**config.mk**
```make
export PLATFORM = sky130hd
export DESIGN_NAME = vram_write_arbiter_flat
export DESIGN_NICKNAME = d
export VERILOG_FILES = /design/src/rtl/vram_write_arbiter_if.sv /design/src/rtl/vram_write_arbiter.sv /design/src/flat_wrapper.sv
export SDC_FILE = /design/constraint.sdc
export NUM_CORES = 1
export LEC_CHECK = 0
export ABC_AREA = 1
export ABC_CLOCK_PERIOD_IN_PS = 5500
export BUFFER_PORTS_ARGS = -buffer_cell sky130_fd_sc_hd__clkbuf_2
export CORE_UTILIZATION = 40
export DETAILED_ROUTE_END_ITERATION = 7
export REMOVE_ABC_BUFFERS = 1
export SYNTH_ARGS = -nofsm -noshare
export SYNTH_HDL_FRONTEND = slang
export SYNTH_SLANG_ARGS = --single-unit
export TNS_END_PERCENT = 1
```
**constraint.sdc**
```tcl
create_clock -name clk -period 5.5 [get_ports clk]
set_input_delay 0.275 -clock clk [delete_from_list [all_inputs] [get_ports clk]]
set_output_delay 0.275 -clock clk [all_outputs]
set_load 0.02 [all_outputs]
```
**src/rtl/vram_write_arbiter_if.sv**
```systemverilog
// Bus bundle between the VRAM write arbiter and its requesters: CPU write bus,
// fill request and the shared VRAM write port.
interface vram_write_arbiter_if #(
    parameter int VRAM_AW = 11
);
    logic               wr_n;
    logic               mreq_n;
    logic [15:0]        add;
    logic [7:0]         din;
    logic               fill_start;
    logic [VRAM_AW-1:0] fill_base;
    logic [VRAM_AW:0]   fill_len;
    logic [7:0]         fill_char;
    logic [7:0]         fill_attr;
    logic               vr_we;
    logic               ar_we;
    logic [VRAM_AW-1:0] wadd;
    logic [7:0]         wdata;
    logic               busy;
    logic               done;

    modport master (
        output wr_n, mreq_n, add, din,
        output fill_start, fill_base, fill_len, fill_char, fill_attr,
        input  vr_we, ar_we, wadd, wdata, busy, done
    );

    modport slave (
        input  wr_n, mreq_n, add, din,
        input  fill_start, fill_base, fill_len, fill_char, fill_attr,
        output vr_we, ar_we, wadd, wdata, busy, done
    );
endinterface

```
**src/rtl/vram_write_arbiter.sv**
```systemverilog
// Owns the write port of the character and attribute VRAMs: resynchronised CPU
// writes take fixed priority over a fill engine that writes one cell per two clks.
module vram_write_arbiter #(
    parameter int SYNC_STAGES = 2,
    parameter int VRAM_AW     = 11
) (
    input  logic                clk,
    input  logic                rst,
    vram_write_arbiter_if.slave bus
);
    localparam int LW = VRAM_AW + 1;
    localparam logic [LW-1:0] ZERO_C  = {LW{1'b0}};
    localparam logic [LW-1:0] ONE_C   = {{VRAM_AW{1'b0}}, 1'b1};
    localparam logic [LW-1:0] CELLS_C = {1'b1, {VRAM_AW{1'b0}}};

    typedef enum logic [1:0] {
        ST_IDLE = 2'd0,
        ST_CHAR = 2'd1,
        ST_ATTR = 2'd2,
        ST_FIN  = 2'd3
    } state_t;

    logic [SYNC_STAGES-1:0] sync_r;
    logic                   edge_r;
    logic                   cpu_evt_s;
    logic                   cpu_char_s;
    logic                   cpu_attr_s;
    logic                   cpu_hit_s;

    state_t                 state_r;
    state_t                 state_nx_s;
    logic                   start_r;
    logic                   start_nx_s;
    logic                   latch_s;
    logic [LW-1:0]          len_clamp_s;
    logic [VRAM_AW-1:0]     base_r;
    logic [LW-1:0]          len_r;
    logic [LW-1:0]          idx_r;
    logic [LW-1:0]          idx_nx_s;
    logic [7:0]             char_r;
    logic [7:0]             attr_r;
    logic [VRAM_AW-1:0]     fill_addr_s;
    logic                   fill_vr_s;
    logic                   fill_ar_s;
    logic                   done_nx_s;

    logic                   vr_we_r;
    logic                   ar_we_r;
    logic                   busy_r;
    logic                   done_r;
    logic [VRAM_AW-1:0]     wadd_r;
    logic [VRAM_AW-1:0]     wadd_nx_s;
    logic [7:0]             wdata_r;
    logic [7:0]             wdata_nx_s;

    // Resynchronise wr_n and keep one extra flop for falling-edge detection.
    always_ff @(posedge clk or negedge rst) begin
        if (!rst) begin
            sync_r <= {SYNC_STAGES{1'b1}};
            edge_r <= 1'b1;
        end else begin
            sync_r <= {sync_r[SYNC_STAGES-2:0], bus.wr_n};
            edge_r <= sync_r[SYNC_STAGES-1];
        end
    end

    // CPU event decode; out-of-range addresses never claim the write port.
    always_comb begin
        cpu_evt_s   = edge_r & ~sync_r[SYNC_STAGES-1] & ~bus.mreq_n;
        cpu_char_s  = cpu_evt_s & (bus.add[15:11] == 5'b11101);
        cpu_attr_s  = cpu_evt_s & (bus.add[15:11] == 5'b11100);
        cpu_hit_s   = cpu_char_s | cpu_attr_s;
        len_clamp_s = (bus.fill_len > CELLS_C) ? CELLS_C : bus.fill_len;
        fill_addr_s = base_r + idx_r[VRAM_AW-1:0];
    end

    // Fill engine next state; a CPU hit freezes CHAR/ATTR so the pending beat is kept.
    always_comb begin
        state_nx_s = state_r;
        start_nx_s = start_r;
        idx_nx_s   = idx_r;
        latch_s    = 1'b0;
        fill_vr_s  = 1'b0;
        fill_ar_s  = 1'b0;
        done_nx_s  = 1'b0;
        case (state_r)
            ST_IDLE: begin
                if (start_r) begin
                    start_nx_s = 1'b0;
                    state_nx_s = ST_CHAR;
                end else if (bus.fill_start) begin
                    if (len_clamp_s != ZERO_C) begin
                        latch_s    = 1'b1;
                        start_nx_s = 1'b1;
                        idx_nx_s   = ZERO_C;
                    end else begin
                        done_nx_s  = 1'b1;
                    end
                end else begin
                    state_nx_s = ST_IDLE;
                end
            end
            ST_CHAR: begin
                if (cpu_hit_s) begin
                    state_nx_s = ST_CHAR;
                end else begin
                    fill_vr_s  = 1'b1;
                    state_nx_s = ST_ATTR;
                end
            end
            ST_ATTR: begin
                if (cpu_hit_s) begin
                    state_nx_s = ST_ATTR;
                end else begin
                    fill_ar_s = 1'b1;
                    if ((idx_r + ONE_C) == len_r) begin
                        state_nx_s = ST_FIN;
                    end else begin
                        idx_nx_s   = idx_r + ONE_C;
                        state_nx_s = ST_CHAR;
                    end
                end
            end
            ST_FIN: begin
                done_nx_s  = 1'b1;
                state_nx_s = ST_IDLE;
            end
            default: begin
                state_nx_s = ST_IDLE;
            end
        endcase
    end

    // Write port mux: CPU first, then the fill beat, otherwise hold.
    always_comb begin
        wadd_nx_s  = wadd_r;
        wdata_nx_s = wdata_r;
        if (cpu_hit_s) begin
            wadd_nx_s  = bus.add[VRAM_AW-1:0];
            wdata_nx_s = bus.din;
        end else if (fill_vr_s) begin
            wadd_nx_s  = fill_addr_s;
            wdata_nx_s = char_r;
        end else if (fill_ar_s) begin
            wadd_nx_s  = fill_addr_s;
            wdata_nx_s = attr_r;
        end else begin
            wadd_nx_s  = wadd_r;
            wdata_nx_s = wdata_r;
        end
    end

    // Fill FSM state, counter and latched fill parameters.
    always_ff @(posedge clk or negedge rst) begin
        if (!rst) begin
            state_r <= ST_IDLE;
            start_r <= 1'b0;
            idx_r   <= ZERO_C;
            base_r  <= {VRAM_AW{1'b0}};
            len_r   <= ZERO_C;
            char_r  <= 8'h00;
            attr_r  <= 8'h00;
        end else begin
            state_r <= state_nx_s;
            start_r <= start_nx_s;
            idx_r   <= idx_nx_s;
            if (latch_s) begin
                base_r <= bus.fill_base;
                len_r  <= len_clamp_s;
                char_r <= bus.fill_char;
                attr_r <= bus.fill_attr;
            end
        end
    end

    // Registered outputs.
    always_ff @(posedge clk or negedge rst) begin
        if (!rst) begin
            vr_we_r <= 1'b0;
            ar_we_r <= 1'b0;
            wadd_r  <= {VRAM_AW{1'b0}};
            wdata_r <= 8'h00;
            busy_r  <= 1'b0;
            done_r  <= 1'b0;
        end else begin
            vr_we_r <= cpu_char_s | fill_vr_s;
            ar_we_r <= cpu_attr_s | fill_ar_s;
            wadd_r  <= wadd_nx_s;
            wdata_r <= wdata_nx_s;
            busy_r  <= (state_nx_s != ST_IDLE);
            done_r  <= done_nx_s;
        end
    end

    assign bus.vr_we = vr_we_r;
    assign bus.ar_we = ar_we_r;
    assign bus.wadd  = wadd_r;
    assign bus.wdata = wdata_r;
    assign bus.busy  = busy_r;
    assign bus.done  = done_r;
endmodule

```
**src/flat_wrapper.sv**
```systemverilog
// flat-port wrapper written by rule: the top's interface ports become plain ports
module vram_write_arbiter_flat 
#(
    parameter int SYNC_STAGES = 2,
    parameter int VRAM_AW     = 11
)
  (clk, rst, bus_wr_n, bus_mreq_n, bus_add, bus_din, bus_fill_start, bus_fill_base, bus_fill_len, bus_fill_char, bus_fill_attr, bus_vr_we, bus_ar_we, bus_wadd, bus_wdata, bus_busy, bus_done);
  vram_write_arbiter_if #(.VRAM_AW(VRAM_AW)) bus_i ();
  input  logic clk;
  input  logic rst;
  input wire logic [$bits(bus_i.wr_n)-1:0] bus_wr_n;
  input wire logic [$bits(bus_i.mreq_n)-1:0] bus_mreq_n;
  input wire logic [$bits(bus_i.add)-1:0] bus_add;
  input wire logic [$bits(bus_i.din)-1:0] bus_din;
  input wire logic [$bits(bus_i.fill_start)-1:0] bus_fill_start;
  input wire logic [$bits(bus_i.fill_base)-1:0] bus_fill_base;
  input wire logic [$bits(bus_i.fill_len)-1:0] bus_fill_len;
  input wire logic [$bits(bus_i.fill_char)-1:0] bus_fill_char;
  input wire logic [$bits(bus_i.fill_attr)-1:0] bus_fill_attr;
  output wire logic [$bits(bus_i.vr_we)-1:0] bus_vr_we;
  output wire logic [$bits(bus_i.ar_we)-1:0] bus_ar_we;
  output wire logic [$bits(bus_i.wadd)-1:0] bus_wadd;
  output wire logic [$bits(bus_i.wdata)-1:0] bus_wdata;
  output wire logic [$bits(bus_i.busy)-1:0] bus_busy;
  output wire logic [$bits(bus_i.done)-1:0] bus_done;
  assign bus_i.wr_n = bus_wr_n;
  assign bus_i.mreq_n = bus_mreq_n;
  assign bus_i.add = bus_add;
  assign bus_i.din = bus_din;
  assign bus_i.fill_start = bus_fill_start;
  assign bus_i.fill_base = bus_fill_base;
  assign bus_i.fill_len = bus_fill_len;
  assign bus_i.fill_char = bus_fill_char;
  assign bus_i.fill_attr = bus_fill_attr;
  assign bus_vr_we = bus_i.vr_we;
  assign bus_ar_we = bus_i.ar_we;
  assign bus_wadd = bus_i.wadd;
  assign bus_wdata = bus_i.wdata;
  assign bus_busy = bus_i.busy;
  assign bus_done = bus_i.done;
  vram_write_arbiter #(.SYNC_STAGES(SYNC_STAGES), .VRAM_AW(VRAM_AW)) u_core (.clk(clk), .rst(rst), .bus(bus_i));
endmodule
```
* Yosys cells after proc, flatten, opt, wreduce, memory -nomap -nowiden
Cells that the tools add are included.
** Word-level totals
- Register bits :: 80
- Latch bits :: 0
- Memory bits (writable) :: 0
- Memory bits (read-only) :: 0
- Bits of input ports :: 68
- Output and inout port bits :: 23
- Word-level logic and storage cells :: 74
- Memories :: 0
** Operators by class
- Add/sub/neg operators :: 2
- Multipliers :: 0
- Div/mod/pow operators :: 0
- Magnitude comparators :: 1
- Eq/ne operators :: 11
- Shifts and indexed selects :: 0
- Mux-type cells :: 30
- Bitwise operators :: 9
- Reduce and logical (&&, ||, !) cells :: 6
** Operators with widths (count)
- $mux 12 :: 6
- $mux 11 :: 3
- $mux 8 :: 3
- $pmux 12 s2 :: 1
- $add 12x1->12 const B :: 1
- $eq 12x12->1 :: 1
- $gt 12x12->1 const B :: 1
- $reduce_bool 12->1 :: 1
- $add 11x11->11 :: 1
- $eq 5x5->1 const B :: 2
- $mux 1 :: 10
- $mux 2 :: 5
- $ne 2x2->1 const B :: 4
- $pmux 2 s4 :: 1
- $reduce_and 6->1 :: 1
- $and 1x1->1 :: 4
- $eq 2x2->1 const B :: 2
- $reduce_bool 2->1 :: 2
- $or 1x1->1 :: 3
- $reduce_bool 3->1 :: 1
- $eq 2x1->1 const B :: 1
- $logic_not 2->1 :: 1
- $ne 2x1->1 const B :: 1
- $not 1->1 :: 2
- $pmux 1 s2 :: 1

* Logic depth before layout (Yosys ltp)
- Depth after elaboration :: 10
- Mapped depth :: 16
- Gate-level depth less buffers :: 16

* Least setup slack after synthesis
No wires, ideal clock.
- Kind :: reg-to-reg
- From :: register u_core.idx_r[0]
- To :: register u_core.wadd_r[8] (netlist: u_core.bus.wadd[8])
- Library setup time :: 66 ps
- Data arrival time :: 1881 ps
- Data required time :: 5434 ps
- Path slack :: 3553 ps
- Cell stages (with the launch flop) :: 17
- Path buffers :: 0
- Clock period less this slack :: 1947 ps
- Cell sequence :: dfrtp_1 ha_1 inv_1 fa_1 inv_1 nand3_1 nand2_1 nand2_1 nand2_1 nand2_1 nand2_1 nand3_1 a21oi_1 nor2_1 nand2_1 nand3_1 nand2_1
** Between the ends
- Word-level cells in the longest chain between the ends :: 4
** RTL lines
- start, declared :: RTL line vram_write_arbiter.sv:38 : logic [LW-1:0] idx_r;
- start signal, assigned :: RTL line vram_write_arbiter.sv:166 : idx_r <= idx_nx_s;
- $add 11x11->11 (*) :: RTL line vram_write_arbiter.sv:74 : fill_addr_s = base_r + idx_r[VRAM_AW-1:0];
- $mux 11 :: RTL line vram_write_arbiter.sv:144 : end else if (fill_ar_s) begin
- $mux 11 (*) :: RTL line vram_write_arbiter.sv:141 : end else if (fill_vr_s) begin
- $mux 11 (*) :: RTL line vram_write_arbiter.sv:138 : if (cpu_hit_s) begin
- end signal, assigned :: RTL line vram_write_arbiter.sv:181 : wadd_r <= {VRAM_AW{1'b0}};
- end signal, assigned :: RTL line vram_write_arbiter.sv:188 : wadd_r <= wadd_nx_s;
- end, declared :: RTL line vram_write_arbiter.sv:51 : logic [VRAM_AW-1:0] wadd_r;
Every way passes the cells marked *; elsewhere a longest branch is shown, timed or not. The select of a mux whose other input is x is not followed.
A chain may end at the register's enable or synchronous reset.

* Final worst setup path
- From :: register u_core.edge_r
- To :: register u_core.wadd_r[8] (netlist: u_core.bus.wadd[8])
** Between the ends
- Word-level cells in the longest chain between the ends :: 8
- Elaborated cells between the ends (all ways) :: 11
- Those cells by class :: mux: 5; bitwise: 5; reduce/logical: 1
** RTL lines
- start, declared :: RTL line vram_write_arbiter.sv:24 : logic edge_r;
- start signal, assigned :: RTL line vram_write_arbiter.sv:63 : edge_r <= sync_r[SYNC_STAGES-1];
- $and 1x1->1 (*) (2 in a row) :: RTL line vram_write_arbiter.sv:69 : cpu_evt_s = edge_r & ~sync_r[SYNC_STAGES-1] & ~bus.mreq_n;
- $and 1x1->1 (on tied branches) :: RTL line vram_write_arbiter.sv:70, vram_write_arbiter.sv:71
- $or 1x1->1 (*) :: RTL line vram_write_arbiter.sv:72 : cpu_hit_s = cpu_char_s | cpu_attr_s;
- $mux 1 :: RTL line vram_write_arbiter.sv:104, vram_write_arbiter.sv:112
- $mux 1 :: RTL line vram_write_arbiter.sv:86 : case (state_r)
- $mux 11 :: RTL line vram_write_arbiter.sv:141
- $mux 11 :: RTL line vram_write_arbiter.sv:138
Every way passes the cells marked *; elsewhere a longest branch is shown, timed or not.

==> impl_metrics.toml <==
[placement]
dp_hpwl_mm = 8.046
io_buffers = 90
placed_cell_area_um2 = 4999
gp_congestion = 0.8950

[synth]
synth.yosys.seq_area_share = 0.4519
yosysTopAreaCellShare = 0.4342
synthFlopType = "dfrtp_1"
yosysWarnings = 0
yosysTopAreaCell = "dfrtp_1"
muxShareOfSynthArea = 0
synth_top_family_by_area = "simple AND/OR/NAND/NOR gates"
synth-seq-cells = 80
synth_cells = 587
yosysUniqueCellTypes = 37
synth_enable_flop_cells = 0
yosys.area_share.simple = 0.3081
synth_xor_area_frac = 0.01776
syn_avg_cell_area_um2 = 7.560
synth_top_cells_by_area = "dfrtp_1, nand2_1, nand3_1"
async_flop_share = 1.000
syn_area_um2 = 4438
synth_compound_area_frac = 0.1085
synthAdderAreaFrac = 0.04680

[floorplanning]
start_util = 0.4094
ios = 91
fp-row-count = 38
die_w_um = 107.3
core-area_um2 = 10840
die-height_um = 107.3
die_area_um2 = 11520

[setup_path]
cp_top_family = "simple AND/OR/NAND/NOR gates"
reg2reg_from = "u_core.edge_r"
crit_path_start_kind = "register"
r2r_slack_ns = 2.61
rr_worst_depth = 8
arrival_ns = 3.16
slowest_stage = "clkinv_1"
reg2reg_to = "u_core.bus.wadd[8]"
critPathBufInv = 2
cp.required_ns = 5.77
slowest_delay_ns = 0.63
crit_fanout = 27
timing.critical_path.to_type = "register"
critPathKind = "reg -> reg"
path_cells = "inv_1 -> nor3_1 -> nand4_1 -> nand2_2 -> clkinv_1 -> or2_2 -> nand3_1 -> nand2_1"

[layout]
final_cell_mix = "nand2_1, clkbuf_2, dfrtp_1, inv_1, nand3_1"
fin_nets = 758
drive_gt1_frac = 0.2003
antenna_cells = 0
stdcell_area_um2 = 5223
layout_commonest_cell = "nand2_1"
area_growth_pct = 17.68

[drt]
antenna_left = 0
firstDrtPassIters = 6
wl_per_cell_um = 13.54
drtIter0Drc = 268
vias_per_cell = 4.957
drc_errors = 2
drt_wl_total_mm = 11.09
routed-via-count = 4060

[pwr]
power_density_nw_per_um2 = 463.0
p_leak_nw = 2.712
ir_drop_mv = 0.1815
total_power_w = 0.002418

[worst_hold_path]
hold_path.class = "in -> async"

[timing]
worst_pin_slew_ns = 1.212
rsz0062_at_grt = "no"
hold_violations = 0
slew_viol_final = 0
setup_tns_ns = 0
max_freq_mhz = 346.2
max-slew-margin-rel = 0.1908
period_needed_ns = 2.889
setup_viol = 0
finalClockSkew_ns = 0.01359
fin_crit_sh = 0.5252

[clock_network]
cts_tree = "built"
clk_pin_slew_ns = 0.09
root_buffer = "clkbuf_8"
htree_num_levels = 3
cts_buffer_depth = 2
numCtsBuffers = 9
clk_latency_ns = 0.37
cts_sinks = 80

[grt]
grt_pass1_wl_mm = 18.31
antenna_found_initial = 0
grt_pass1_vias = 3812
grt_max_degree = 81
grt_overflow = 0
grt.total_usage = 0.2064

[outcome]
violations = "DRC"
status = "complete, but fails checks"

[flow_run]
drv_cap = 0
[sequential cells by signal, summed over array words and instances (netlist names)]
name and cells:
u_core.bus.busy 1, u_core.bus.vr_we 1, u_core.start_r 1, u_core.idx_r 12, u_core.bus.done 1, u_core.char_r 8, u_core.state_r 2, u_core.bus.wadd 11
u_core.bus.ar_we 1, u_core.len_r 12, u_core.base_r 11, u_core.bus.wdata 8, u_core.sync_r 2, u_core.edge_r 1, u_core.attr_r 8
[per-stage QoR]
stage / setup WS, ns / std cells / hold WS [ns] / util
after floorplan: 3.058 / 570 / -0.02059 / -
after global placement: 2.649 / 802 / 0.3528 / 0.4611
after detailed placement: 2.558 / 802 / 0.3513 / 0.4611
after CTS: 2.547 / 819 / 0.09793 / 0.4818
after global routing: 2.312 / 819 / 0.1005 / 0.4818
final: 2.611 / 819 / 0.08582 / 0.4818
[layer usage]
metal,up-vias,share of wire,GRT usage
li1,2070,-,-
met1,1897,0.48,0.2815
met4,0,0.013,0.06262
met5,-,0,0
met2,82,0.47,0.3332
met3,11,0.040,0.03814
[where the power goes]
part	switching, W	internal (W)	total, W
Clock	0.000233	0.000238	0.000471
Sequential	0.000134	0.000814	0.000948
Combinational	0.000648	0.000351	0.000999
Total	0.00102	0.00140	0.00242
[layout make-up]
cell class,instances,area [um^2]
inverter,57,214.0
multi-input combinational,433,2136
clock inverter,5,62.56
fill,1113,5618
sequential,80,2006
tap,140,175.2
clock buffer,11,151.4
timing repair buffer,93,478.0
[worst reg2reg max path, stage by stage (launching register included)]
cell	delay, ns
dfstp_2	0.52
inv_1	0.03
nor3_1	0.40
nand4_1	0.23
nand2_2	0.32
clkinv_1	0.63
or2_2	0.53
nand3_1	0.09
nand2_1	0.05
[synthesized netlist by cell type, types with 2 or more instances]
| cell type | count |
|---|---|
| nand2_2 | 3 |
| dfstp_2 | 3 |
| inv_1 | 55 |
| dfrtp_1 | 77 |
| nand3_1 | 55 |
| nand4_1 | 4 |
| o21bai_1 | 2 |
| o21ai_2 | 10 |
| nand2_1 | 219 |
| a21oi_1 | 11 |
| o21ai_1 | 3 |
| or2_2 | 4 |
| xor2_1 | 8 |
| ha_1 | 15 |
| nor3_1 | 5 |
| o22ai_1 | 4 |
| o21ai_0 | 44 |
| clkbuf_1 | 15 |
| nor2_2 | 4 |
| nor2_1 | 28 |
| o211ai_1 | 2 |
[cells by family after synthesis]
family          count (synthesis)
fa+ha+maj                      16
xor+xnor                        9
flops                          80
compound gates                 82
buf+inv                        74
simple gates                  326
[worst max path at each step]
stage               slack, ns  cells after the start                 end              start
detailed placement       2.56                      8  u_core.bus.wadd[8]      u_core.edge_r
CTS                      2.55                      8  u_core.bus.wadd[7]      u_core.edge_r
floorplan                3.06                     10    u_core.len_r[10]  u_core.state_r[0]
finish                   2.61                      8  u_core.bus.wadd[8]      u_core.edge_r
global route             2.31                      8  u_core.bus.wadd[8]      u_core.edge_r
global placement         2.65                      8  u_core.bus.wadd[8]      u_core.edge_r
[repair_timing]
action                                 CTS  global route
setup endpoints to repair                0             0
resized for setup                        0             0
hold buffers                             1             0
endpoints found under the hold margin    1             0
setup buffers                            0             0
(Power assumes the default switching activity.)
